<file path="src/rtl/axis_lane_packer.sv">
// axis_lane_packer: packs BW consecutive 32-bit words into one BW-lane AXI-stream beat.
// Define PACKER_FLUSH_EN to add the flush input and m_lanes output for partial beats.
module axis_lane_packer #(
    parameter int BW = 2
) (
    input  logic                    clk,
    input  logic                    rst,
    input  logic                    s_valid,
    output logic                    s_ready,
    input  logic [31:0]             s_data,
    output logic                    m_valid,
    input  logic                    m_ready,
    output logic [BW-1:0][31:0]     m_stream
`ifdef PACKER_FLUSH_EN
    ,
    input  logic                    flush,
    output logic [$clog2(BW+1)-1:0] m_lanes
`endif
);
    localparam int CNT_W  = $clog2(BW);
    localparam int LANE_W = $clog2(BW+1);

    logic [CNT_W-1:0]    r_cnt;
    logic [BW-1:0][31:0] r_asm;
    logic                r_asm_full;
    logic                r_m_valid;
    logic [BW-1:0][31:0] r_m_stream;

    logic                w_acc;
    logic                w_out_free;
    logic                w_last;
    logic                w_flush;
    logic                w_close;
    logic                w_drain;
    logic [LANE_W-1:0]   w_fill;
    logic [BW-1:0][31:0] w_asm_next;
    logic [BW-1:0][31:0] w_beat;

    // Reset forces s_ready low immediately, independent of the clock.
    assign s_ready    = !r_asm_full && !rst;
    assign w_acc      = s_valid && s_ready;
    assign w_out_free = !r_m_valid || m_ready;
    assign w_last     = w_acc && (r_cnt == CNT_W'(BW-1));
    assign w_fill     = LANE_W'(r_cnt) + LANE_W'(w_acc);
`ifdef PACKER_FLUSH_EN
    assign w_flush    = flush && ((r_cnt != '0) || w_acc);
`else
    assign w_flush    = 1'b0;
`endif
    assign w_close    = w_last || w_flush;
    assign w_drain    = r_asm_full && w_out_free;

    // Lanes beyond the fill count are zeroed so partial beats never carry stale words.
    always_comb begin
        w_asm_next = r_asm;
        w_beat     = '0;
        for (int i = 0; i < BW; i++) begin
            if (w_acc && (r_cnt == CNT_W'(i)))
                w_asm_next[i] = s_data;
            if (i < int'(w_fill))
                w_beat[i] = w_asm_next[i];
        end
    end

    always_ff @(posedge clk or posedge rst) begin
        if (rst) begin
            r_cnt      <= '0;
            r_asm      <= '0;
            r_asm_full <= 1'b0;
        end else if (w_drain) begin
            r_asm_full <= 1'b0;
        end else if (w_close) begin
            r_cnt <= '0;
            if (!w_out_free) begin
                r_asm      <= w_beat;
                r_asm_full <= 1'b1;
            end
        end else if (w_acc) begin
            r_asm <= w_asm_next;
            r_cnt <= r_cnt + CNT_W'(1);
        end
    end

    always_ff @(posedge clk or posedge rst) begin
        if (rst) begin
            r_m_valid  <= 1'b0;
            r_m_stream <= '0;
        end else if (w_drain) begin
            r_m_valid  <= 1'b1;
            r_m_stream <= r_asm;
        end else if (w_close && w_out_free) begin
            r_m_valid  <= 1'b1;
            r_m_stream <= w_beat;
        end else if (m_ready) begin
            r_m_valid  <= 1'b0;
        end
    end

`ifdef PACKER_FLUSH_EN
    logic [LANE_W-1:0] r_asm_lanes;
    logic [LANE_W-1:0] r_m_lanes;

    always_ff @(posedge clk or posedge rst) begin
        if (rst) begin
            r_asm_lanes <= '0;
            r_m_lanes   <= '0;
        end else if (w_drain) begin
            r_m_lanes <= r_asm_lanes;
        end else if (w_close) begin
            if (w_out_free)
                r_m_lanes <= w_fill;
            else
                r_asm_lanes <= w_fill;
        end
    end

    assign m_lanes = r_m_lanes;
`endif

    assign m_valid  = r_m_valid;
    assign m_stream = r_m_stream;
endmodule

</file>
<file path="config.mk">
export PLATFORM = sky130hd
export DESIGN_NAME = axis_lane_packer
export DESIGN_NICKNAME = d
export VERILOG_FILES = /design/src/rtl/axis_lane_packer.sv
export SDC_FILE = /design/constraint.sdc
export NUM_CORES = 1
export LEC_CHECK = 0
export BUFFER_PORTS_ARGS = -buffer_cell sky130_fd_sc_hd__buf_2
export CORE_UTILIZATION = 59
export DETAILED_ROUTE_END_ITERATION = 8
export GPL_ROUTABILITY_DRIVEN = 1
export PLACE_DENSITY = 0.94
export SLEW_MARGIN = 40
export SYNTH_ARGS = -nofsm -noshare
export SYNTH_HDL_FRONTEND = slang
export SYNTH_SLANG_ARGS = --single-unit
</file>
<file path="constraint.sdc">
create_clock -name clk -period 11.1 [get_ports clk]
set_input_delay 1.11 -clock clk [delete_from_list [all_inputs] [get_ports clk]]
set_output_delay 1.11 -clock clk [all_outputs]
set_load 0.1 [all_outputs]
</file>
==> results.yml, run 1 <==
clock_network:
  cts_sinks: 131
  cts_resized: 0
  cts-root-buf: "clkbuf_8"
  cts_hold_buf: 0
  postCtsSetupBuffers: 0
  htree_levels: 4
  insertion_delay_ps: 510
  cts.path.max_buffers: 2
  cts_tree: "done"
  clkTransAtPathRegs_ps: 60
  cts-buffers-inserted: 17
timing:
  hold_viol_final: 0
  final.setup_skew_ps: 12.7
  rsz0062_at_grt: "false"
  worst_slew_pin_slew_ps: 803
  post-route-min-period_ps: 2890
  setup_tns_ps: 0
  fin_crit_sh_pct: 26.0
  slew_violations: 0
  max_freq_ghz: 0.346
  slew_headroom_pct: 46.3
  setup_violations: 0
  fin_ws_ps: 8210
finish:
  mostFrequentLayoutCells: "dfrtp_1 (131), buf_2 (101), mux2_2 (61)"
  multi_input_area_um2: 1910
  nets: 472
  finalInstanceArea_um2: 6490
  seq_area_um2: 3280
  final_common_cell: "dfrtp_1"
  drive_gt1_share_pct: 58.6
  fillers: 571
  antenna_cells: 0
  area_growth_pct: 21.1
synthesis:
  yosysTopAreaCell: "dfrtp_1"
  synth_area_per_cell_um2: 15.9
  ys_types: 24
  yosysWarnings: 0
  synthesis.area_um2: 5360
  synthCells: 338
  synth.net_count: 374
  synth-seq-cells: 131
  synth_top_area_share_pct: 61.1
  ys_seq_area_share_pct: 61.1
  synth_area_leaders: "dfrtp_1 (61%), mux2_2 (13%), mux2_4 (8.4%)"
die:
  rows: 34
  io_pins: 102
  die-area_um2: 9470
  die_x_um: 97.3
  die_y_um: 97.3
  core_area_um2: 8760
  initial_core_util_pct: 61.2
drt:
  vias: 3272
  route.detailed.drc: 0
  wl_per_cell_um: 20.7
  ant_nets: 0
  drt-total-wl_um: 11500
  drtIter0Drc: 134
  vias_per_cell: 5.87
  drt-pass1-iter-count: 4
setup_path:
  crit_arrival_ps: 1780
  worstPathRequired_ps: 9990
  startpoint_type: "primary input"
  critPathMaxFanout: 5
  crit_path_end_kind: "output pin"
  crit_type: "primary input to output pin"
grt:
  grt_pass1_wl_um: 19300
  grt-ovfl-total: 0
  grt_max_degree: 72
  antenna_found_initial: 0
  grt_pass1_vias: 3682
  grt_usage_pct: 26.7
placed_design:
  place_ws_ps: 7900
  place_congestion: 0.736
  hpwlAfterDp_um: 7010
  port_buffers: 101
  place_area_um2: 5860
outcome:
  status: "finished clean"
worst_hold_path:
  hp-class: "flop to flop"
job:
  cap_violations: 0
==> metal layers <==
metal	wire length [um]	up-vias	track usage [%]
met5	0	-	0
met4	240	0	9.62
met3	552	21	7.91
met2	5880	102	44.0
met1	4840	1695	33.6
li1	-	1454	-
==> cells by family after synthesis <==
family,share of synthesized area [%]
flip-flops,61.1
multiplexers,22.6
AND/OR/NAND/NOR,5.86
AO/OA/AOI/OAI,6.81
buffers and inverters,3.55
==> Yosys cell counts, drive strengths merged <==
cell type and number:
dfrtp 131, mux2 96, o221a 30, or3 30, buf 18, clkbuf 7
nand2b 5, nor2 5, nor3 3, a211oi 2, mux2i 2, nand2 2
and3b 1, inv 1, nand4bb 1, nor2b 1, o21a 1, o21ai 1
or2 1
==> worst max-delay path, cell delays in order <==
cell and delay [ps]:
buf_2 140, nor2_1 90, buf_2 430
==> flip-flops by register name, summed over array words and instances, names as in the netlist <==
signal / flops
m_stream: 64
m_valid: 1
r_asm: 64
r_asm_full: 1
r_cnt: 1
==> final timing paths <==
| check | slack, ps | from | end | cells past startpoint |
|---|---|---|---|---|
| worst max-delay path | 8210 | rst | s_ready | 3 |
| worst min register to register | 480 | m_stream[4]$_DFFE_PP0P_ | m_stream[4]$_DFFE_PP0P_ | 1 |
| worst min-delay path | 480 | m_stream[4]$_DFFE_PP0P_ | m_stream[4]$_DFFE_PP0P_ | 1 |
| max in group asynchronous | 9170 | rst | m_valid$_DFFE_PP0P_ | 3 |
| min in group asynchronous | 710 | rst | r_asm[27]$_DFFE_PP0P_ | 2 |
| worst max register to register | 8740 | m_valid$_DFFE_PP0P_ | m_stream[18]$_DFFE_PP0P_ | 4 |
==> area by class of cell <==
class / count / share of cell area [%]
Timing Repair Buffer: 104 / 8.14
Inverter: 1 / 0.135
Clock inverter: 13 / 3.01
Multi-Input combinational cell: 181 / 29.5
Sequential cell: 131 / 50.5
Tap cell: 108 / 2.08
Clock buffer: 19 / 6.65
==> per-stage QoR <==
step | std cells | hold WS, ps | utilization, %
4_1_cts | 557 | 491 | 74.0
5_1_grt | 557 | 510 | 74.1
3_3_place_gp | 525 | 466 | 66.8
6_report | 557 | 484 | 74.1
2_1_floorplan | 338 | 460 | -
3_5_place_dp | 525 | 477 | 66.9
Power of run 1 is not shown: default switching activity piles up to over one toggle a cycle in this logic, so the estimate is an artifact.
==> run 2, diff against run 1 <==
- CORE_UTILIZATION: 59 -> 50
- PLACE_DENSITY: 0.94 -> 0.86
- clock period: 11.1 -> 2.6 ns (I/O delays scaled with it)
==> run 2 against run 1 <==
Critical path depth unchanged; hold slack got worse by 460 ps; final area increased by 5.5%; critical endpoint is now r_asm[62]$_DFFE_PP0P_.
==> results.yml, run 2 (synthesis results as in run 1) <==
finish:
  mostFrequentLayoutCells: "dfrtp_1 (131), buf_2 (101), mux2_2 (61)"
  utilization_pct: 66.0
  final_common_cell: "dfrtp_1"
  antenna_cells: 0
  nets: 506
  fillers: 749
  drive_gt1_share_pct: 55.4
  area_growth_pct: 27.7
timing:
  fin_ws_ps: 733
  worst_slew_pin_slew_ps: 652
  post-route-min-period_ps: 1870
  max_freq_ghz: 0.536
  setup_tns_ps: 0
  final.setup_skew_ps: 7.03
  fin_crit_sh_pct: 71.8
  hold_viol_final: 0
  rsz0062_at_grt: "false"
  setup_violations: 0
  slew_headroom_pct: 56.6
  slew_violations: 0
grt:
  grt_max_degree: 73
  grt-ovfl-total: 0
  grt_usage_pct: 21.8
  antenna_found_initial: 0
  grt_pass1_wl_um: 18600
  grt_pass1_vias: 3580
clock_network:
  cts-buffers-inserted: 17
  insertion_delay_ps: 510
  postCtsSetupBuffers: 0
  cts_sinks: 131
  cts_tree: "done"
  htree_levels: 4
  cts_resized: 0
  cts-root-buf: "clkbuf_8"
  clkTransAtPathRegs_ps: 60
  cts_hold_buf: 28
  cts.path.max_buffers: 2
die:
  initial_core_util_pct: 51.7
  core_area_um2: 10400
  die_y_um: 106
  io_pins: 102
  die-area_um2: 11100
  die_x_um: 106
  rows: 37
drt:
  drt-pass1-iter-count: 4
  vias_per_cell: 5.45
  drt-total-wl_um: 11200
  wl_per_cell_um: 18.1
  drtIter0Drc: 124
  vias: 3366
  route.detailed.drc: 0
  ant_nets: 0
setup_path:
  worstPathRequired_ps: 3000
  critPathMaxFanout: 32
  path_cells: "nand4bb_4, or2_4, mux2_2"
  slowest_delay_ps: 560
  crit_path_top_delay_cell: "dfrtp_1"
  crit_path_end_kind: "flop"
  crit_arrival_ps: 2260
  crit_type: "flop to flop"
  crit_family: "simple AND/OR/NAND/NOR gates"
  startpoint_type: "flop"
  cp_num_buf_inv: 0
job:
  cap_violations: 0
outcome:
  status: "finished clean"
placed_design:
  place_ws_ps: 751
  port_buffers: 101
  place_congestion: 0.746
  hpwlAfterDp_um: 6890
worst_hold_path:
  hp-class: "primary input to flop"
==> run 2: changes by cell type in the layout (fill, tap and decap cells not counted), moves of 2 or more <==
| cell | before | now |
|---|---|---|
| buf_6 | 0 | 2 |
| clkbuf_8 | 2 | 5 |
| dlygate4sd3_1 | 0 | 28 |
| clkinv_2 | 1 | 3 |
| clkinvlp_4 | 0 | 2 |
| inv_6 | 7 | 0 |
| buf_4 | 3 | 7 |
==> run 2: final timing paths <==
kind	startpoint	end	slack (ps)	cells past startpoint
max	r_asm_full$_DFFE_PP0P_	r_asm[62]$_DFFE_PP0P_	730	3
min reg2reg	m_stream[27]$_DFFE_PP0P_	m_stream[27]$_DFFE_PP0P_	490	1
max reg2reg	r_asm_full$_DFFE_PP0P_	r_asm[62]$_DFFE_PP0P_	730	3
min in group asynchronous	rst	r_cnt$_DFFE_PP0P_	490	4
min	s_data[30]	r_asm[62]$_DFFE_PP0P_	20	2
max in group asynchronous	rst	m_stream[7]$_DFFE_PP0P_	1600	4
==> run 2: layout make-up <==
cell class	instances	area (um^2)	area share (%)
Sequential cell	131	3280	47.9
Multi-Input combinational cell	181	1910	27.8
Timing Repair Buffer	138	861	12.6
Clock buffer	22	473	6.91
Tap cell	136	170	2.49
Clock inverter	9	151	2.21
Inverter	1	7.51	0.110
==> run 2: metal layers <==
metal	routed length, um	track usage (%)	vias up
met5	0	0	-
met4	87	7.04	0
met3	497	6.00	9
met2	5540	35.8	100
met1	5030	28.1	1738
li1	-	-	1519
==> run 2: per-stage QoR <==
stage	hold slack (ps)	std cells	cell area, um^2
2_1_floorplan	409	338	5370
3_3_place_gp	463	559	5930
3_5_place_dp	478	559	5940
4_1_cts	0.981	618	6840
5_1_grt	18.3	618	6850
6_report	19.8	618	6850
Power of run 2 is left out for the same reason.
==> run 3, diff against run 2 <==
- ABC_AREA: not set -> 1
- CORE_UTILIZATION: 50 -> 51
- PLACE_DENSITY: 0.86 -> 0.87
- clock period: 2.6 -> 1.6 ns (I/O delays scaled with it)
==> run 3 against run 2 <==
Via count is 74% higher; first-iteration DRC count grew to 5.4 times the previous value; critical path type is now primary input to output pin; core utilization is 2.8 points higher; count of clock-buffer cells in the layout is 3 lower; clock skew is 1.6 ps higher; synthesized area is 10% higher; setup slack worse by 720 ps; critical path depth is 2 higher; synthesized cell count is 130% higher; cell count is 72% higher; register-to-register slack worse by 660 ps.
==> results.yml, run 3 <==
finish:
  fillers: 775
  finalInstanceArea_um2: 7620
  mostFrequentLayoutCells: "nand2_1 (382), dfrtp_1 (129), buf_2 (100), a21oi_1 (65), nor2_1 (64)"
  final_common_cell: "nand2_1"
  area_growth_pct: 28.9
  nets: 942
  seq_area_um2: 3280
  multi_input_area_um2: 2290
  drive_gt1_share_pct: 19.9
drt:
  route.detailed.drc: 0
  vias_per_cell: 5.53
  vias: 5867
  drt-total-wl_um: 17400
  wl_per_cell_um: 16.4
  ant_nets: 0
  drtIter0Drc: 670
  drt-pass1-iter-count: 5
setup_path:
  crit_path_end_kind: "output pin"
  path_cells: "dlygate4sd3_1, buf_2, nor2_4, buf_6, buf_12"
  crit_start: "rst"
  reg2reg_from: "m_valid$_DFFE_PP0P_"
  crit_arrival_ps: 1430
  critPathMaxFanout: 6
  cp_num_buf_inv: 4
  worstPathRequired_ps: 1440
  startpoint_type: "primary input"
  crit_type: "primary input to output pin"
  crit_path_top_delay_cell: "dlygate4sd3_1"
  crit_family: "buffers and inverters"
  slowest_delay_ps: 530
grt:
  grt_pass1_vias: 5517
  grt_pass1_wl_um: 27200
  grt-ovfl-total: 0
  top_usage_layer: "met2"
  grt_usage_pct: 30.1
  antenna_found_initial: 1
  grt_max_degree: 88
  use_met1_pct: 38.8
  gr-usage-met3_pct: 9.07
  use_met2_pct: 47.2
synthesis:
  ys_seq_area_share_pct: 55.4
  synthMostInstantiatedCell: "nand2_1"
  synth_edf_count: 0
  synth_top_area_share_pct: 55.4
  ys_async_sr_fraction_pct: 100
  synth_common_cells: "nand2_1 (385), dfrtp_1 (131), a21oi_1 (65), nor2_1 (64), inv_1 (41)"
  ys_types: 16
  yosysTopAreaCell: "dfrtp_1"
  synth_area_leaders: "dfrtp_1 (55%), nand2_1 (24%), a21oi_1 (5.5%)"
  synth-seq-cells: 131
  synth.net_count: 812
  yosysWarnings: 0
  synth_area_per_cell_um2: 7.62
  synthCells: 776
  yosys_most_used_dff: "dfrtp_1"
  synthesis.area_um2: 5910
clock_network:
  cts_tree: "done"
  cts-root-buf: "clkbuf_16"
  htree_levels: 4
  cts.path.max_buffers: 2
  cts_sinks: 131
  clkTransAtPathRegs_ps: 60
  cts-buffers-inserted: 17
  insertion_delay_ps: 430
timing:
  worst_slew_pin_slew_ps: 561
  fin_ws_ps: 12.4
  setup_violations: 0
  max_freq_ghz: 0.630
  hold_viol_final: 0
  post-route-min-period_ps: 1590
  final.setup_skew_ps: 8.63
  slew_violations: 0
  fin_crit_sh_pct: 99.2
  slew_headroom_pct: 62.6
outcome:
  status: "finished clean"
pwr:
  power_leakage_nw: 4.29
  power_density_nw_per_um2: 1990
  finalPower_mw: 15.2
  peakVddDrop_v: 0.00203
die:
  rows: 38
  core_area_um2: 11100
  io_pins: 102
  die-area_um2: 12000
  die_y_um: 110
  die_x_um: 110
  initial_core_util_pct: 53.4
placed_design:
  place_area_um2: 6740
  place_congestion: 0.861
  hpwlAfterDp_um: 10100
  place_ws_ps: 87.2
  port_buffers: 101
job:
  cap_violations: 0
worst_hold_path:
  hp-class: "primary input to flop"
  hold_start: "s_data[30]"
-- run 3: changes by cell type in the layout (fill, tap and decap cells not counted), sizes merged, moves of 9 or more --
cell         delta
nand4          +32
buf            +29
dlygate4sd3     -9
inv            +41
nand2         +384
or3            -30
o221a          -30
a21oi          +65
nor2           +61
mux2           -96
-- run 3: cell families after synthesis --
logic type / synth area share [%]
AOI/OAI and AO/OA: 5.84
buffers and inverters: 6.18
DFF: 55.4
and+or+nand+nor: 32.5
-- run 3: area by class of cell --
class                      count  area share, %
inverter                      43           2.22
timing repair buffer         158           14.4
antenna                        1         0.0328
clock buffer                  19           5.81
clock inverter                13           2.10
multi-input combinational    555           30.1
sequential                   131           43.0
tap                          140           2.30
-- run 3: path summary, 6_finish.rpt --
| kind | to | cells after the start | slack, ps |
|---|---|---|---|
| max | s_ready | 5 | 10 |
| min | r_asm[62]$_DFFE_PP0P_ | 3 | 6 |
| max reg2reg | m_stream[37]$_DFFE_PP0P_ | 8 | 70 |
| min reg2reg | r_asm[60]$_DFFE_PP0P_ | 2 | 470 |
| max in group asynchronous | r_asm[14]$_DFFE_PP0P_ | 4 | 640 |
| min in group asynchronous | r_asm_full$_DFFE_PP0P_ | 4 | 490 |
-- run 3: what timing repair did --
action,CTS,global route
resized for setup,1,8
pin swaps,0,1
setup endpoints to repair,1,35
setup buffers,0,8
endpoints found under the hold margin,105,0
hold buffers,19,0
-- run 3: worst min-delay path: cells and delay by family --
kind                   cells  cell delay (ps)
and+or+nand+nor            2              120
buffers and inverters      1              120
-- run 3: where the power goes --
group | switching, mW | internal (mW) | total, mW
Sequential | 0.571 | 4.30 | 4.88
Clock | 1.49 | 2.48 | 3.97
Combinational | 5.25 | 1.09 | 6.34
Total | 7.32 | 7.87 | 15.2
-- run 3: metrics by stage --
stage | util, % | TNS (ps) | hold WS, ps | cells
global route | 68.8 | -95.3 | 2.19 | 1060
global placement | 60.8 | 0 | 383 | 1000
CTS | 68.0 | 0 | 0.400 | 1051
finish | 68.8 | 0 | 6.00 | 1060
detailed placement | 60.8 | 0 | 397 | 1000
floorplan | - | -24130 | 277 | 776
-- run 3: metal layers --
| layer | wire length (um) | vias up |
|---|---|---|
| met4 | 713 | 0 |
| met2 | 8240 | 353 |
| met5 | 0 | - |
| met1 | 6900 | 2754 |
| met3 | 1520 | 84 |
| li1 | - | 2676 |
Note: power is estimated with default switching activity, not from simulation.
